File: src/rtl/pkt_hdr_capture.sv
// ---------------------------------------------------------------------------
// pkt_hdr_capture
//
// Snoops an already-qualified AXI Stream and builds one header record per
// packet. The first HDR_BEATS beats are collected into a zero-padded,
// byte-masked vector, and the valid header bytes are counted. The record is
// presented for one cycle on hdr_valid. It feeds the header-vector FIFO that
// the reassembly stage drains one record per packet.
//
// Ports:
//   axis_clk      - single clock, rising edge
//   aresetn       - asynchronous active-low reset
//   s_axis_tdata  - stream data
//   s_axis_tkeep  - byte enables, bit i covers tdata[8i+:8]
//   s_axis_tvalid - beat accepted this cycle (already ANDed with tready)
//   s_axis_tlast  - last beat of the packet
//   hdr_valid     - one-cycle pulse, a record is on the outputs
//   hdr_vec       - captured header, beat k at [k*W +: W]
//   hdr_len       - number of valid header bytes (tkeep popcount)
//   hdr_beats     - number of beats captured (1..HDR_BEATS)
//   hdr_trunc     - packet continues past the captured window
//   rec_cnt       - records emitted since reset, wraps
// ---------------------------------------------------------------------------
module pkt_hdr_capture #(
  parameter int C_S_AXIS_DATA_WIDTH = 256,
  parameter int HDR_BEATS           = 4,
  parameter int CNT_WIDTH           = 32
) (
  input  logic                                   axis_clk,
  input  logic                                   aresetn,
  input  logic [C_S_AXIS_DATA_WIDTH-1:0]         s_axis_tdata,
  input  logic [C_S_AXIS_DATA_WIDTH/8-1:0]       s_axis_tkeep,
  input  logic                                   s_axis_tvalid,
  input  logic                                   s_axis_tlast,
  output logic                                   hdr_valid,
  output logic [HDR_BEATS*C_S_AXIS_DATA_WIDTH-1:0] hdr_vec,
  output logic [7:0]                             hdr_len,
  output logic [2:0]                             hdr_beats,
  output logic                                   hdr_trunc,
  output logic [CNT_WIDTH-1:0]                   rec_cnt
);

  localparam int W      = C_S_AXIS_DATA_WIDTH;
  localparam int KEEP_W = W / 8;
  localparam int VEC_W  = HDR_BEATS * W;
  localparam int IDX_W  = (HDR_BEATS > 1) ? $clog2(HDR_BEATS) : 1;
  localparam int PC_W   = $clog2(KEEP_W + 1);
  localparam logic [IDX_W-1:0] LAST_IDX = IDX_W'(HDR_BEATS - 1);

  // hdr_len is 8 bits and hdr_beats is 3 bits, so the window must fit both.
  if ((W % 8 != 0) || (HDR_BEATS < 1) || (HDR_BEATS > 7) ||
      (HDR_BEATS * KEEP_W > 255)) begin : g_param_check
    $error("pkt_hdr_capture: unsupported parameter combination");
  end

  typedef enum logic [0:0] {
    CAPTURE = 1'b0,
    SKIP    = 1'b1
  } state_t;

  state_t            state, state_next;
  logic [IDX_W-1:0]  beat_idx, beat_idx_next;
  logic [VEC_W-1:0]  acc_vec, acc_vec_next;
  logic [7:0]        acc_len, acc_len_next;

  logic [W-1:0]      masked_beat;
  logic [PC_W-1:0]   keep_pop;
  logic [VEC_W-1:0]  cap_vec;
  logic [7:0]        cap_len;
  logic              emit;

  // Per-byte masking of the incoming beat and popcount of its tkeep.
  always_comb begin
    masked_beat = '0;
    keep_pop    = '0;
    for (int i = 0; i < KEEP_W; i++) begin
      masked_beat[8*i +: 8] = s_axis_tkeep[i] ? s_axis_tdata[8*i +: 8] : 8'h00;
      keep_pop              = keep_pop + PC_W'(s_axis_tkeep[i]);
    end
  end

  // Accumulator view that already includes the current beat; it is both the
  // next accumulator value and the record contents on a terminating beat.
  always_comb begin
    cap_vec = acc_vec;
    cap_vec[int'(beat_idx)*W +: W] = masked_beat;
    cap_len = acc_len + 8'(keep_pop);
  end

  // FSM state and accumulator registers.
  always_ff @(posedge axis_clk or negedge aresetn) begin
    if (!aresetn) begin
      state    <= CAPTURE;
      beat_idx <= '0;
      acc_vec  <= '0;
      acc_len  <= '0;
    end else begin
      state    <= state_next;
      beat_idx <= beat_idx_next;
      acc_vec  <= acc_vec_next;
      acc_len  <= acc_len_next;
    end
  end

  // Next-state logic. A terminating beat clears the accumulator in the same
  // edge that loads the outputs, so the next packet may start immediately.
  always_comb begin
    state_next    = state;
    beat_idx_next = beat_idx;
    acc_vec_next  = acc_vec;
    acc_len_next  = acc_len;
    emit          = 1'b0;
    if (s_axis_tvalid) begin
      case (state)
        CAPTURE: begin
          if (s_axis_tlast || (beat_idx == LAST_IDX)) begin
            emit          = 1'b1;
            acc_vec_next  = '0;
            acc_len_next  = '0;
            beat_idx_next = '0;
            state_next    = s_axis_tlast ? CAPTURE : SKIP;
          end else begin
            acc_vec_next  = cap_vec;
            acc_len_next  = cap_len;
            beat_idx_next = beat_idx + IDX_W'(1);
          end
        end
        SKIP: begin
          if (s_axis_tlast) begin
            state_next = CAPTURE;
          end
        end
        default: begin
          state_next = CAPTURE;
        end
      endcase
    end
  end

  // Output record registers; they hold until the next emission.
  always_ff @(posedge axis_clk or negedge aresetn) begin
    if (!aresetn) begin
      hdr_valid <= 1'b0;
      hdr_vec   <= '0;
      hdr_len   <= '0;
      hdr_beats <= '0;
      hdr_trunc <= 1'b0;
      rec_cnt   <= '0;
    end else begin
      hdr_valid <= emit;
      if (emit) begin
        hdr_vec   <= cap_vec;
        hdr_len   <= cap_len;
        hdr_beats <= 3'(int'(beat_idx) + 1);
        hdr_trunc <= ~s_axis_tlast;
        rec_cnt   <= rec_cnt + CNT_WIDTH'(1);
      end
    end
  end

endmodule

File: config.mk
export PLATFORM = sky130hd
export DESIGN_NAME = pkt_hdr_capture
export DESIGN_NICKNAME = d
export VERILOG_FILES = /design/src/rtl/pkt_hdr_capture.sv
export SDC_FILE = /design/constraint.sdc
export NUM_CORES = 2
export LEC_CHECK = 0
export CAP_MARGIN = 10
export CORE_AREA = 2 2 524 526
export CTS_CLUSTER_SIZE = 12
export DETAILED_ROUTE_END_ITERATION = 7
export DIE_AREA = 0 0 526 528
export SYNTH_ARGS = -nofsm -noshare
export SYNTH_HDL_FRONTEND = slang
export SYNTH_SLANG_ARGS = --single-unit
File: constraint.sdc
create_clock -name axis_clk -period 9.8 [get_ports axis_clk]
set_clock_uncertainty 0.2 [all_clocks]
set_input_delay 1.96 -clock axis_clk [delete_from_list [all_inputs] [get_ports axis_clk]]
set_output_delay 1.96 -clock axis_clk [all_outputs]
set_load 0.05 [all_outputs]
==> After elaboration in Yosys (flattened, before gate mapping) <==
Cells that the tools add are included.
W data, S select, Z words.
{ "word_totals": {"regBits": 2104, "word_cells": 95, "output_inout_bits": 1069, "input_bits": 292} }
{ "classes": {"eq_ne": 1, "reduce_logical": 2, "add_sub_neg": 36, "n_mux": 42, "bitwise_logic": 2, "shifts": 2} }
{ "ops": {"columns": ["op", "count"], "rows": [
  ["$bwmux W1024", 1],
  ["$mux W1024", 1],
  ["$shift A256 B33 Y1024 const A", 1],
  ["$shiftx A256 B33 Y1024", 1],
  ["$mux W8", 33],
  ["$add A6 B1 Y6", 26],
  ["$neg A10 Y33", 1],
  ["$add A32 B1 Y32 const B", 1],
  ["$add A8 B6 Y8", 1],
  ["$add A5 B1 Y6", 1],
  ["$add A4 B1 Y5", 1],
  ["$mux W1", 5],
  ["$add A3 B1 Y4", 1],
  ["$add A2 B1 Y3", 1],
  ["$add A2 B1 Y3 const B", 1],
  ["$add A1 B1 Y2", 1],
  ["$add A2 B1 Y2 const B", 1],
  ["$eq A2 B2 Y1 const B", 1],
  ["$mux W2", 1],
  ["$not A1 Y1", 2],
  ["$pmux W1 S2", 1],
  ["$reduce_and A2 Y1", 1],
  ["$logic_or A1 B1 Y1", 1]
]} }

==> Logic depth before layout (Yosys ltp) <==
{ "logic_depth": {"depth_word": 33, "ltp_mapped": 18, "ltp_nobuf": 16} }

==> Worst setup path before layout <==
OpenSTA, ideal clock, no wires.
{ "synth_path": {"kind": "input-to-reg", "startpoint": "input s_axis_tkeep[23]", "endpoint": "register acc_len[6]", "path_buffers": 2, "path_slack_ns": 2.724, "stages": 17, "setup_ns": 0.133, "t_arrival_ns": 6.743, "t_required_ns": 9.467, "path_cell_list": "clkbuf_1 -> clkbuf_1 -> inv_1 -> fa_1 -> fa_1 -> fa_1 -> fa_1 -> fa_1 -> fa_1 -> fa_1 -> inv_1 -> fa_1 -> a21oi_1 -> o211ai_1 -> a21oi_1 -> xor2_1 -> o21ai_0"} }
{ "synth_via": {"elab_chain_len": 11} }
{ "synth_rtl": {"columns": ["element", "line_no", "rtl"], "rows": [
  ["start, declared", "32", "input logic [C_S_AXIS_DATA_WIDTH/8-1:0] s_axis_tkeep,"],
  ["$add A6 B1 Y6 (9 in a row)", "78", "keep_pop = keep_pop + PC_W'(s_axis_tkeep[i]);"],
  ["$add A8 B6 Y8", "87", "cap_len = acc_len + 8'(keep_pop);"],
  ["$mux W8", "116", "if (s_axis_tlast || (beat_idx == LAST_IDX)) begin"],
  ["end signal, assigned", "101", "acc_len <= acc_len_next;"],
  ["end, declared", "64", "logic [7:0] acc_len, acc_len_next;"]
]} }
No other way between the ends.
A chain may end at the register's enable or synchronous reset.

==> Worst setup path in the final report <==
{ "layout_path": {"startpoint": "input s_axis_tkeep[17]", "endpoint": "register hdr_len[6]"} }
{ "layout_via": {"elab_chain_len": 16} }
{ "layout_rtl": {"columns": ["element", "line_no", "rtl"], "rows": [
  ["$add A6 B1 Y6 (15 in a row)", "78", null],
  ["$add A8 B6 Y8", "87", null],
  ["end signal, assigned", "153", "hdr_len <= cap_len;"],
  ["end, declared", "37", "output logic [7:0] hdr_len,"]
]} }
No other way between the ends.

==> qor.txt <==
syn nets - 8,924
post-layout min period - 7.25 ns
Die Y - 528 µm
PortBufs - 1,360
startpoint types - primary input
clock-pin transition on the worst setup and hold timing paths - 0.06 ns
wire length on met1 - 147,000 µm
area delta synth->final - 27.7%
largest net degree at the start of global routing - 211
DRC Markers - 0
std cell rows - 192
worst-path fanout max - 41
switch share - 37.4%
Psw - 9.55 mW
core footprint - 272,000 µm²
Crit. End Element - register
Syn. warnings - 0
hold buffers post-CTS - 0
Synth area leader - dfrtp_1
total global-route track usage - 26.5%
Fill cells - 26,311
cell mode on critical path - fa_1
final setup fails - 0
IO Pins - 1,361
post-CTS setup buffers - 0
Yosys top cell area share - 61.2%
Seq cells post-synth - 2,104
WP data required - 10.30 ns
Max stage delay on crit path - 0.59 ns
final antenna-violating net count - 0
first-pass GRT wire length - 547,000 µm
clock buffer depth - 4
routed vias - 75,664
TritonCTS clock tree - done
Via-to-Cell Ratio - 5.69
WP data arrival - 7.75 ns
Post-synth ARST share - 100%
Comb pwr share - 27.4%
met3 wire length - 40,400 µm
Seq/Total Area, Yosys - 61.2%
Reg power frac - 38.0%
First DRT Iteration DRCs - 8,258
final WL - 381,000 µm
routed len/inst - 28.7 µm
die area - 278,000 µm²
CTS-repair resized insts - 0
slowest cell on the critical path - fa_1
final hold vios - 0
number of global-route vias before repair - 73,287
layout cells sized above 1 - 5.35%
unrepaired setup endpoints after global routing - no
H-tree depth - 4
Cell Area, Synth - 86,000 µm²
worst-path cell chain - clkdlybuf4s50_1 -> buf_4 -> fa_1 -> inv_1 -> fa_1 -> fa_1 -> fa_1 -> fa_1 -> fa_1 -> fa_1 -> inv_1 -> fa_1 -> a21oi_1 -> o211ai_1 -> a21oi_1 -> xor2_1 -> o21ai_0
grt total ovfl - 0
Layout Nets - 9,816
Slew @ Worst Pin - 1.41 ns
Distinct cells, synth - 44
crit path kind - in2reg
setup_tns - 0 ns
Pre-antenna DRT Iters - 7
Initial Util - 31.6%
crit path buf inv count - 4
clk sinks - 2,104
Rel. slew slack - 5.71%
largest cells by area after synthesis - dfrtp_1 (61%), o21ai_0 (11%), a32oi_1 (10%)
initial antenna violation count - 94
Max Freq - 138 MHz
cts bufs inserted - 235
status - completed
worst skew pair latency - 0.91 ns
met2 wire len - 171,000 µm
DR top layer - met5
Leak - 44.9 nW
EDFF count, synth - 0
max cap viols - 0
Post-Syn Area per Cell - 10.0 µm²
final worst-path cycle share - 74.0%
fin. max-slew vios - 0
delay-heaviest family, CP - adder cells
Synth Flop Type - dfrtp_1
Synth Instances - 8,584
Die Wd - 526 µm
part of the power in the clock network - 34.6%
routability-driven placement congestion ratio - 0.885
DP HPWL - 248,000 µm
final core utilization - 40.3%
pwr dens - 232 nW/µm²
CTS root buf - clkbuf_16
Internal Pwr Total - 16.0 mW
Worst Hold Class - reg2reg
worst IR drop on VDD - 0.000208 V
## worst register-to-register path: stages (launching register included)
cell	delay (ns)
dfrtp_1	0.32
inv_1	0.07
fa_1	0.60
fa_1	0.45
fa_1	0.54
fa_1	0.44
fa_1	0.51
fa_1	0.20
inv_1	0.08
fa_1	0.45
a21oi_1	0.23
o211ai_1	0.13
a21oi_1	0.19
xor2_1	0.21
o21ai_0	0.10
## cells by family after synthesis
group	synth area share [%]
AND/OR/NAND/NOR	10.7
flip-flops	61.2
AO/OA/AOI/OAI	22.6
multiplexers	0.0131
adder cells (fa/ha/maj)	0.925
buffers and inverters	4.18
XOR/XNOR	0.356
## cells in the final DEF, fill, tap and decap left out, types with 43 or more instances in the layout
| cell type | instances |
|---|---|
| o21ai_1 | 193 |
| diode_2 | 63 |
| clkbuf_1 | 62 |
| dfrtp_1 | 2104 |
| clkbuf_16 | 237 |
| clkdlybuf4s50_1 | 1337 |
| inv_1 | 43 |
| o21ai_0 | 1865 |
| buf_4 | 84 |
| a32oi_1 | 1024 |
| clkbuf_8 | 59 |
| nand2_1 | 2342 |
## routing by layer
layer  track usage [%]  up-vias
li1                  -    32521
met1              33.9    38096
met2              40.4     4222
met3              7.69      787
met4              14.3       38
met5                 0        -
## power groups by stage
| stage | registers [mW] | clock network [mW] | logic [mW] |
|---|---|---|---|
| 5_1_grt | 9.74 | 9.30 | 7.29 |
| 3_3_place_gp | 9.81 | 0 | 6.92 |
| 2_1_floorplan | 11.1 | 0 | 2.57 |
| 4_1_cts | 9.68 | 8.94 | 6.96 |
| 6_report | 9.69 | 8.83 | 6.98 |
| 3_5_place_dp | 9.83 | 0 | 6.94 |
## worst paths after layout
path                       slack, ns      endpoint  depth (start not counted)        startpoint
min in group asynchronous       0.82  hdr_vec[197]                          1           aresetn
max in group asynchronous       6.16  hdr_vec[412]                          3           aresetn
hold reg to reg                 0.27   rec_cnt[31]                          1       rec_cnt[31]
setup / recovery                2.55    hdr_len[6]                         17  s_axis_tkeep[17]
setup reg to reg                4.96    hdr_len[6]                         14        acc_len[0]
hold / removal                  0.27   rec_cnt[31]                          1       rec_cnt[31]
## through the flow
stage	cell area [µm²]	hold WS (ns)	power (mW)	setup slack [ns]	std cells
final	110000	0.273	25.5	2.55	13299
after global routing	110000	0.296	26.3	2.32	13282
after CTS	110000	0.277	25.6	2.54	13236
after detailed placement	102000	0.263	16.8	1.64	12828
after global placement	102000	0.261	16.7	1.58	12828
after floorplan	86000	0.250	13.6	2.72	8584
## cell usage after synthesis, types with 2 or more instances
master	count
o21ai_1	197
nor3_1	6
nand4_1	11
nand2_1	2346
clkbuf_1	574
a32oi_1	1024
nand2b_1	2
nor2_1	12
o21a_1	4
o21ai_0	1865
a21oi_1	8
o31ai_1	4
inv_2	3
nor2b_1	4
xnor2_1	24
a22o_1	4
fa_1	26
buf_2	240
inv_1	46
dfrtp_1	2104
ha_1	22
and3_1	4
xor2_1	11
and4_1	4
nand3_1	10
buf_1	11
## sequential cells by signal (all words and copies together) (netlist names)
register   count
acc_len        8
acc_vec     1024
beat_idx       2
hdr_beats      3
hdr_len        8
hdr_trunc      1
hdr_valid      1
hdr_vec     1024
rec_cnt       32
state          1
## final cells by class
| type | count | area, µm² | area share (%) |
|---|---|---|---|
| Antenna cell | 63 | 158 | 0.143 |
| Clock buffer | 358 | 6980 | 6.35 |
| Clock inverter | 50 | 621 | 0.565 |
| Inverter | 49 | 214 | 0.195 |
| Multi-Input combinational cell | 5604 | 29900 | 27.2 |
| Sequential cell | 2104 | 52700 | 47.9 |
| Tap cell | 3589 | 4490 | 4.09 |
| Timing Repair Buffer | 1482 | 14900 | 13.6 |
(Power assumes the default switching activity.)
